===== src/rtl/cache_miss_handler_pkg.sv =====
// -----------------------------------------------------------------------------
// cache_miss_handler_pkg
// Shared definitions for the cache miss handler slice.
//   - Default geometry that matches the cache parameter header:
//     ways, tag width, set-index width and performance counter width.
//   - Miss-handling FSM state encoding.
// -----------------------------------------------------------------------------
package cache_miss_handler_pkg;

    localparam int DOSA_DEF    = 4;
    localparam int TAG_CNT_DEF = 16;
    localparam int SET_W_DEF   = 6;
    localparam int CNT_W_DEF   = 32;

    typedef enum logic [1:0] {
        IDLE = 2'd0,
        REQ  = 2'd1,
        WAIT = 2'd2,
        FILL = 2'd3
    } miss_state_t;

endpackage


===== src/rtl/rr_victim_table.sv =====
// -----------------------------------------------------------------------------
// rr_victim_table
// Per-set round-robin victim pointers. There is one pointer per set, and
// each pointer cycles 0 .. DOSA-1.
// Ports:
//   clk, RST          clock, asynchronous active-high reset (clears all pointers)
//   rd_set / rd_way   combinational read of the pointer for a set
//   inc_en / inc_set  advance the pointer of inc_set by one (wraps to 0)
// -----------------------------------------------------------------------------
module rr_victim_table
    import cache_miss_handler_pkg::*;
#(
    parameter int DOSA  = DOSA_DEF,
    parameter int SET_W = SET_W_DEF,
    parameter int ENC_W = $clog2(DOSA)
) (
    input  logic             clk,
    input  logic             RST,
    input  logic [SET_W-1:0] rd_set,
    output logic [ENC_W-1:0] rd_way,
    input  logic             inc_en,
    input  logic [SET_W-1:0] inc_set
);

    localparam int SETS = 1 << SET_W;
    localparam logic [ENC_W-1:0] LAST_WAY = ENC_W'(DOSA - 1);

    logic [ENC_W-1:0] rr_ptr [SETS];

    // The wrap is explicit so that non-power-of-two way counts also cycle
    // through exactly DOSA ways.
    always_ff @(posedge clk or posedge RST) begin
        if (RST) begin
            for (int i = 0; i < SETS; i++) begin
                rr_ptr[i] <= '0;
            end
        end else if (inc_en) begin
            if (rr_ptr[inc_set] == LAST_WAY) begin
                rr_ptr[inc_set] <= '0;
            end else begin
                rr_ptr[inc_set] <= rr_ptr[inc_set] + ENC_W'(1);
            end
        end
    end

    assign rd_way = rr_ptr[rd_set];

endmodule


===== src/rtl/cache_miss_handler.sv =====
// -----------------------------------------------------------------------------
// cache_miss_handler
// Handles cache misses one at a time. A miss reported by the tag-compare stage
// is captured together with its round-robin victim way. The handler then
// issues a refill request and waits for the refill response. Finally it writes
// the new tag into the victim way. The upstream pipeline is stalled while a
// miss is outstanding. Hits and completed misses are counted in saturating
// counters.
// Ports:
//   clk, RST                  clock, asynchronous active-high reset
//   peEN_3, HIT, hit_encode   lookup result (valid, hit flag, hit way)
//   Tag_in, Set_in            lookup tag and set, aligned with peEN_3
//   stall                     upstream hold (any state other than IDLE)
//   mem_req_valid/ready/addr  refill request handshake, addr = {tag, set}
//   mem_rsp_valid             refill data returned (single-cycle pulse)
//   tag_we, tag_wr_*          tag-array write port, {valid, tag} data
//   hit_cnt, miss_cnt         saturating performance counters
// -----------------------------------------------------------------------------
module cache_miss_handler
    import cache_miss_handler_pkg::*;
#(
    parameter int DOSA    = DOSA_DEF,
    parameter int TAG_CNT = TAG_CNT_DEF,
    parameter int SET_W   = SET_W_DEF,
    parameter int ENC_W   = $clog2(DOSA),
    parameter int CNT_W   = CNT_W_DEF
) (
    input  logic                     clk,
    input  logic                     RST,
    input  logic                     peEN_3,
    input  logic                     HIT,
    input  logic [ENC_W-1:0]         hit_encode,
    input  logic [TAG_CNT-1:0]       Tag_in,
    input  logic [SET_W-1:0]         Set_in,
    output logic                     stall,
    output logic                     mem_req_valid,
    input  logic                     mem_req_ready,
    output logic [TAG_CNT+SET_W-1:0] mem_req_addr,
    input  logic                     mem_rsp_valid,
    output logic                     tag_we,
    output logic [SET_W-1:0]         tag_wr_set,
    output logic [ENC_W-1:0]         tag_wr_way,
    output logic [TAG_CNT:0]         tag_wr_data,
    output logic [CNT_W-1:0]         hit_cnt,
    output logic [CNT_W-1:0]         miss_cnt
);

    miss_state_t state, state_nxt;

    logic [TAG_CNT-1:0] lat_tag;
    logic [SET_W-1:0]   lat_set;
    logic [ENC_W-1:0]   lat_way;
    logic [ENC_W-1:0]   victim_way;

    logic lookup_hit;
    logic lookup_miss;
    logic fill;

    // The hit way is not needed to handle a miss. This sink keeps the port
    // visible to lint as consumed.
    logic unused_hit_encode;
    assign unused_hit_encode = ^hit_encode;

    // Lookups are only accepted in IDLE. While stalled, the upstream stage
    // is holding and any peEN_3 it presents is not a new lookup.
    assign lookup_hit  = (state == IDLE) && peEN_3 &&  HIT;
    assign lookup_miss = (state == IDLE) && peEN_3 && !HIT;
    assign fill        = (state == FILL);
    assign stall       = (state != IDLE);

    rr_victim_table #(
        .DOSA  (DOSA),
        .SET_W (SET_W),
        .ENC_W (ENC_W)
    ) u_rr_victim_table (
        .clk     (clk),
        .RST     (RST),
        .rd_set  (Set_in),
        .rd_way  (victim_way),
        .inc_en  (fill),
        .inc_set (lat_set)
    );

    // State register plus the miss context captured at the moment of the
    // miss. The refill address is taken from this context, so it holds
    // steady during backpressure.
    always_ff @(posedge clk or posedge RST) begin
        if (RST) begin
            state   <= IDLE;
            lat_tag <= '0;
            lat_set <= '0;
            lat_way <= '0;
        end else begin
            state <= state_nxt;
            if (lookup_miss) begin
                lat_tag <= Tag_in;
                lat_set <= Set_in;
                lat_way <= victim_way;
            end
        end
    end

    // Next-state logic and handshake/write strobes. The response is only
    // honoured in WAIT. A pulse that arrives in another state (for example,
    // the late answer to a refill aborted by reset) falls through the
    // default and is dropped.
    always_comb begin
        state_nxt     = state;
        mem_req_valid = 1'b0;
        tag_we        = 1'b0;
        tag_wr_set    = '0;
        tag_wr_way    = '0;
        tag_wr_data   = '0;
        case (state)
            IDLE: begin
                if (lookup_miss) begin
                    state_nxt = REQ;
                end
            end
            REQ: begin
                mem_req_valid = 1'b1;
                if (mem_req_ready) begin
                    state_nxt = WAIT;
                end
            end
            WAIT: begin
                if (mem_rsp_valid) begin
                    state_nxt = FILL;
                end
            end
            FILL: begin
                tag_we      = 1'b1;
                tag_wr_set  = lat_set;
                tag_wr_way  = lat_way;
                tag_wr_data = {1'b1, lat_tag};
                state_nxt   = IDLE;
            end
            default: begin
                state_nxt = IDLE;
            end
        endcase
    end

    assign mem_req_addr = {lat_tag, lat_set};

    // Performance counters stop at all-ones instead of wrapping. A wrap
    // would make a long run look like very few events.
    always_ff @(posedge clk or posedge RST) begin
        if (RST) begin
            hit_cnt  <= '0;
            miss_cnt <= '0;
        end else begin
            if (lookup_hit && (hit_cnt != '1)) begin
                hit_cnt <= hit_cnt + CNT_W'(1);
            end
            if (fill && (miss_cnt != '1)) begin
                miss_cnt <= miss_cnt + CNT_W'(1);
            end
        end
    end

endmodule

===== config.mk =====
export PLATFORM = sky130hd
export DESIGN_NAME = cache_miss_handler
export DESIGN_NICKNAME = d
export VERILOG_FILES = /design/src/rtl/cache_miss_handler_pkg.sv /design/src/rtl/rr_victim_table.sv /design/src/rtl/cache_miss_handler.sv
export SDC_FILE = /design/constraint.sdc
export NUM_CORES = 1
export LEC_CHECK = 0
export ABC_AREA = 1
export BUFFER_PORTS_ARGS = -buffer_cell sky130_fd_sc_hd__buf_2
export CAP_MARGIN = 5
export CORE_MARGIN = 8
export CORE_UTILIZATION = 40
export CTS_CLUSTER_SIZE = 25
export DETAILED_ROUTE_END_ITERATION = 7
export HOLD_SLACK_MARGIN = 0.08
export PLACE_DENSITY = 0.6
export SLEW_MARGIN = 20
export SYNTH_ARGS = -nofsm -noshare
export SYNTH_HDL_FRONTEND = slang
export SYNTH_SLANG_ARGS = --single-unit

===== constraint.sdc =====
create_clock -name clk -period 18.75 [get_ports clk]
set_input_delay 1.875 -clock clk [delete_from_list [all_inputs] [get_ports clk]]
set_output_delay 1.875 -clock clk [all_outputs]
set_load 0.03 [all_outputs]

# [Yosys cells after proc, flatten, opt, wreduce, memory -nomap -nowiden]
# Cells that the tools add are included.
[op_classes] addsub=3 order_cmp=3 n_eq_ne=9 n_mux=19 bitwise=4 reduce_logical=10
[op_table] cell="$and A128 B128 Y128" n=1
[op_table] cell="$bwmux W128" n=1
[op_table] cell="$mux W128" n=1
[op_table] cell="$not A128 Y128" n=1
[op_table] cell="$add A32 B1 Y32 const B" n=2
[op_table] cell="$ne A32 B32 Y1 const B" n=2
[op_table] cell="$bmux W2 S6" n=2
[op_table] cell="$mux W2" n=9
[op_table] cell="$mux W17" n=1
[op_table] cell="$ge A7 B7 Y1 const B" n=2
[op_table] cell="$not A6 Y7" n=2
[op_table] cell="$demux W2 S6" n=1
[op_table] cell="$pmux W2 S4" n=1
[op_table] cell="$lt A7 B1 Y1 const B" n=1
[op_table] cell="$eq A2 B2 Y1 const B" n=3
[op_table] cell="$logic_and A1 B1 Y1" n=6
[op_table] cell="$mux W6" n=1
[op_table] cell="$ne A2 B2 Y1 const B" n=3
[op_table] cell="$reduce_and A3 Y1" n=1
[op_table] cell="$add A2 B1 Y2 const B" n=1
[op_table] cell="$eq A2 B1 Y1 const B" n=1
[op_table] cell="$logic_not A2 Y1" n=1
[op_table] cell="$mux W1" n=2
[op_table] cell="$reduce_bool A2 Y1" n=1
[op_table] cell="$logic_not A1 Y1" n=1
[word_totals] regBits=218 input_bits=30

# [Logic depth before layout (Yosys ltp)]
[logic_depth] depth_word=8 depth_mapped=24 depth_no_buf=19

# [Cells and area by module]
# Synthesis repeated with hierarchy kept, for this count alone.
[hier_totals] cells_unflattened=2230 hier_area_um2=14256.2
[modules_own_cells] mod="rr_victim_table" instances=1 cells_each=1429 area_each_um2=8737.1
[modules_own_cells] mod="cache_miss_handler" instances=1 cells_each=801 area_each_um2=5519.0

# [Least setup slack after synthesis]
# OpenSTA, ideal clock, no wires.
[synth_timing] kind="reg-to-output" startpoint="reg state[0]" endpoint="out tag_wr_set[3]" t_arrival_ns=1.643 t_required_ns=16.875 setup_slack_ns=15.232 path_stages_with_launch=6 cell_sequence="dfrtp_1 -> ha_1 -> clkbuf_1 -> clkbuf_1 -> nand2_1 -> inv_1"
[synth_between] elab_chain_cells=2
[synth_lines] element="start, declared" line="cache_miss_handler.sv:48" source="miss_state_t state, state_nxt;"
[synth_lines] element="start signal, assigned" line="cache_miss_handler.sv:94" source="state <= state_nxt;"
[synth_lines] element="$eq A2 B2 Y1" line="cache_miss_handler.sv:114" source="case (state)"
[synth_lines] element="$mux W6" line="cache_miss_handler.sv:114"
[synth_lines] element="end, declared" line="cache_miss_handler.sv:41" source="output logic [SET_W-1:0] tag_wr_set,"
# No other way between the ends.

# [Worst setup path after layout]
[layout_timing] startpoint="reg lat_set[1]" endpoint="reg u_rr_victim_table.rr_ptr[39] in the netlist's numbering"
[layout_between] elab_chain_cells=8 word_cells_on_any_way=15 classes_between="add/sub (1); order compare (2); eq/ne (1); mux (7); bitwise (3); reduce/logical (1)"
[layout_lines] element="start, declared" line="cache_miss_handler.sv:51" source="logic [SET_W-1:0] lat_set;"
[layout_lines] element="start signal, assigned" line="cache_miss_handler.sv:97" source="lat_set <= Set_in;"
[layout_lines] element="$not A6 Y7 (not written as such) *" line="rr_victim_table.sv:38, rr_victim_table.sv:39, rr_victim_table.sv:41"
[layout_lines] element="branches (longest 6 deep; another with $add A2 B1 Y2)"
[layout_lines] element="$mux W128 *" line="rr_victim_table.sv:38" source="if (rr_ptr[inc_set] == LAST_WAY) begin"
[layout_lines] element="end signal, assigned by index" line="rr_victim_table.sv:41" source="rr_ptr[inc_set] <= rr_ptr[inc_set] + ENC_W'(1);"
[layout_lines] element="end, declared" line="rr_victim_table.sv:28" source="logic [ENC_W-1:0] rr_ptr [SETS];"
# Mark *: on every way between the ends. The select of a mux whose other input is x is not followed.
# A chain may end at the register's enable or synchronous reset.

==> impl_metrics.yaml <==
worst_setup_path:
  cpLargestDelayFamily: "buffers and inverters"
  reg2regPathDepth: 21
  worst_ep_required_time_ns: 19.16
  critical_path_cell_count: 21
  start_kind: "flip-flop"
  reg2reg_from: "lat_set[1]$_DFFE_PP0P_"
  cp.arrival_ns: 6.29
  cp_slowest_cell: "dfrtp_1"
  criticalPathCategory: "reg -> reg"
  critPathBufInv: 6
  r2r_end: "u_rr_victim_table.rr_ptr[39]$_DFFE_PP0P_"
  path_cells: "nor2_1 -> nand2_1 -> inv_1 -> nand2_1 -> nand2_1 -> nor2_1 -> nand2_1 -> nand2_1 -> nand2_1 -> nor2_4 -> buf_4 -> nand2_1 -> ha_1 -> inv_1 -> nand2_1 -> buf_4 -> inv_1 -> buf_4 -> o21ai_0 -> nand2_1 -> o21ai_0"
  cp_slowest_stage_delay_ns: 0.82
  r2r_slack_ns: 12.87
  path_max_fanout: 65
  cp-end-kind: "flip-flop"
  cp_common_cell: "nand2_1"
drt:
  wl_per_cell_um: 18.3
  vias: 14200
  via_per_inst: 5.43
  drt-initial-drc-count: 1350
  detail_route.first_pass.iterations: 6
  wl_mm: 48.0
  drc: 0
  ant_nets: 0
logic_synthesis:
  synth.distinct_cells: 35
  synth_commonest_cells: "700 x nand2_1, 232 x inv_1, 218 x dfrtp_1, 218 x nor2_1, 199 x nand3_1"
  synthTopCellsByArea: "dfrtp_1 40%, nand2_1 19%, nand3_1 7.3%, inv_1 6.4%, nor2_1 6.0%"
  avgSynthCellArea_um2: 6.59
  yosysMostFrequentCell: "nand2_1"
  synth_top_area_cell: "dfrtp_1"
  synth_fp_nets: 2102
  synth_seq_cells: 218
  synth_area_um2: 13600
  postSynthCellCount: 2063
  yosysWarnings: 0
  synth-seq-area-share_pct: 40.1
  ys.flop_type: "dfrtp_1"
  synth_async_sr_flop_share_pct: 100
  synth.top_cell.area_share_pct: 40.1
  synth-edff-count: 0
grt:
  grt_max_degree: 106
  grt_use_total_pct: 23.1
  gr-total-overflow: 0
  grt_pass1_wl_mm: 76.7
  grt_pass1_vias: 13700
  antenna_found_initial: 0
power:
  ir_worst_vdd_v: 0.0000903
  pwr-share-clk_pct: 25.0
  powerDensity_nw_per_um2: 137
  power_frac_seq_pct: 34.4
  p_switching_w: 0.00100
  p_int_w: 0.00111
  swShare_pct: 47.6
  p_comb_share_pct: 40.6
  leakage_nw: 7.39
cells_and_area:
  nFillCells: 3435
  antennaDiodeCount: 0
  syn_to_final_growth_pct: 13.5
  nets: 2193
  fin_area_um2: 15400
  drive_gt1_share_pct: 10.3
die:
  pin_count: 144
  std_cell_rows: 67
  initial_core_util_pct: 40.6
  dieArea_um2: 40200
  core_area_um2: 33500
  chipWidth_um: 200
  die_height_um: 200
place:
  dpl.hpwl_mm: 30.3
  place.gp.congestion: 0.907
  placed_cell_area_um2: 14500
  port_buffers: 141
sta:
  slew_violations: 0
  rsz0062_at_grt: "no"
  period_needed_ns: 5.88
  hold_viol: 0
  post-route-period-util_pct: 31.4
  fmax_ghz: 0.170
  maxSlewHeadroom_pct: 34.9
  skew_ns: 0.0148
  worst_pin_slew_ns: 0.970
  setup_violations: 0
  tns_ns: 0
clock_network:
  postCtsSetupBuffers: 0
  numCtsBuffers: 28
  clockRootBuffer: "clkbuf_16"
  clock-sinks: 218
  htree_levels: 1
  path_clk_slew_ns: 0.06
  cts_resized: 0
  cts_tree: "built"
  clk_latency_ns: 0.57
  cts_hold_buf: 0
  clock_path_buffers: 3
min_path:
  whs_path_depth: 2
  hp-class: "reg -> reg"
  holdPathEnd: "lat_way[0]$_DFFE_PP0P_"
  worstHoldStart: "lat_way[0]$_DFFE_PP0P_"
flow_run:
  maxCapViolCount: 0
outcome:
  outcome: "finished clean"
## stage by stage
stage | hold slack (ns) | worst slack, ns | instances | util [%] | total power (W)
after floorplan | 0.449 | 10.91 | 2063 | - | 0.00128
after global placement | 0.465 | 13.22 | 2572 | 43.4 | 0.00156
after detailed placement | 0.470 | 13.14 | 2572 | 43.4 | 0.00157
after CTS | 0.485 | 13.05 | 2622 | 46.0 | 0.00210
after global routing | 0.515 | 12.80 | 2622 | 46.0 | 0.00222
final | 0.479 | 12.87 | 2622 | 46.0 | 0.00211
## area by class of cell
| type | instances | area, um^2 | area share [%] |
|---|---|---|---|
| clock inverters | 8 | 53.8 | 0.349 |
| repair buffers | 158 | 833 | 5.40 |
| multi-input cells | 1509 | 6790 | 44.0 |
| clock buffers | 42 | 843 | 5.46 |
| flip-flops and latches | 218 | 5460 | 35.3 |
| inverters | 239 | 905 | 5.86 |
| well taps | 448 | 561 | 3.63 |
## metal layers
metal	wire length, um	GRT usage, %	vias to the layer above
met5	0	0	-
met4	2100	10.5	0
met3	3960	3.53	148
met2	21600	37.4	657
met1	20300	30.3	6698
li1	-	-	6730
## flip-flops by register name, indices dropped and copies added, names as in the netlist
name,cells
u_rr_victim_table.rr_ptr,128
hit_cnt,32
miss_cnt,32
lat_tag,16
lat_set,6
lat_way,2
state,2
## logic make-up after synthesis
group	Yosys count	synth area share [%]
AOI/OAI and AO/OA	269	10.4
xor gates and xnor gates	33	2.13
adders and majority gates	9	0.828
buffers and inverters	336	10.1
DFF	218	40.1
and+or+nand+nor	1198	36.4
## worst register-to-register path: stages (launching register included)
cell and delay (ns):
dfrtp_1 0.82, nor2_1 0.29, nand2_1 0.77, inv_1 0.33, nand2_1 0.13, nand2_1 0.06
nor2_1 0.15, nand2_1 0.08, nand2_1 0.05, nand2_1 0.09, nor2_4 0.08, buf_4 0.71
nand2_1 0.23, ha_1 0.29, inv_1 0.05, nand2_1 0.04, buf_4 0.27, inv_1 0.44
buf_4 0.43, o21ai_0 0.22, nand2_1 0.10, o21ai_0 0.09
## cell usage in the layout (no fill, tap or decap), types with 2 or more instances in the layout
cell type / instances
clkinv_2: 6
nor2_4: 2
nor2_1: 215
nand3_1: 199
clkbuf_16: 28
nor3b_1: 4
xor2_1: 20
buf_4: 17
a21oi_1: 55
nor4_1: 8
clkbuf_1: 5
o211ai_1: 4
ha_1: 8
dfrtp_1: 218
clkbuf_8: 9
a22oi_1: 6
buf_2: 141
xnor2_1: 13
o21ai_0: 145
a21boi_0: 2
inv_1: 229
o21ai_1: 31
inv_2: 6
nand3b_1: 8
nand2_1: 699
nor3_1: 26
nand2_2: 3
o22ai_1: 24
nor2_2: 5
nand4_1: 25
clkinv_1: 3
## worst max path at each step
stage	startpoint	to	slack (ns)
2_1_floorplan	RST	hit_cnt[0]$_DFFE_PP0P_	10.91
3_3_place_gp	lat_set[1]$_DFFE_PP0P_	u_rr_victim_table.rr_ptr[57]$_DFFE_PP0P_	13.22
3_5_place_dp	lat_set[1]$_DFFE_PP0P_	u_rr_victim_table.rr_ptr[39]$_DFFE_PP0P_	13.14
4_1_cts	lat_set[1]$_DFFE_PP0P_	u_rr_victim_table.rr_ptr[39]$_DFFE_PP0P_	13.05
5_1_grt	lat_set[1]$_DFFE_PP0P_	u_rr_victim_table.rr_ptr[61]$_DFFE_PP0P_	12.80
6_report	lat_set[1]$_DFFE_PP0P_	u_rr_victim_table.rr_ptr[39]$_DFFE_PP0P_	12.87
## power groups by stage
stage	combinational, W	sequential (W)	clock, W
after floorplan	0.000523	0.000758	0
after global placement	0.000833	0.000725	0
after detailed placement	0.000844	0.000726	0
after CTS	0.000847	0.000721	0.000536
after global routing	0.000923	0.000740	0.000555
final	0.000857	0.000725	0.000527
No activity file was read; power rests on OpenSTA's default activity.
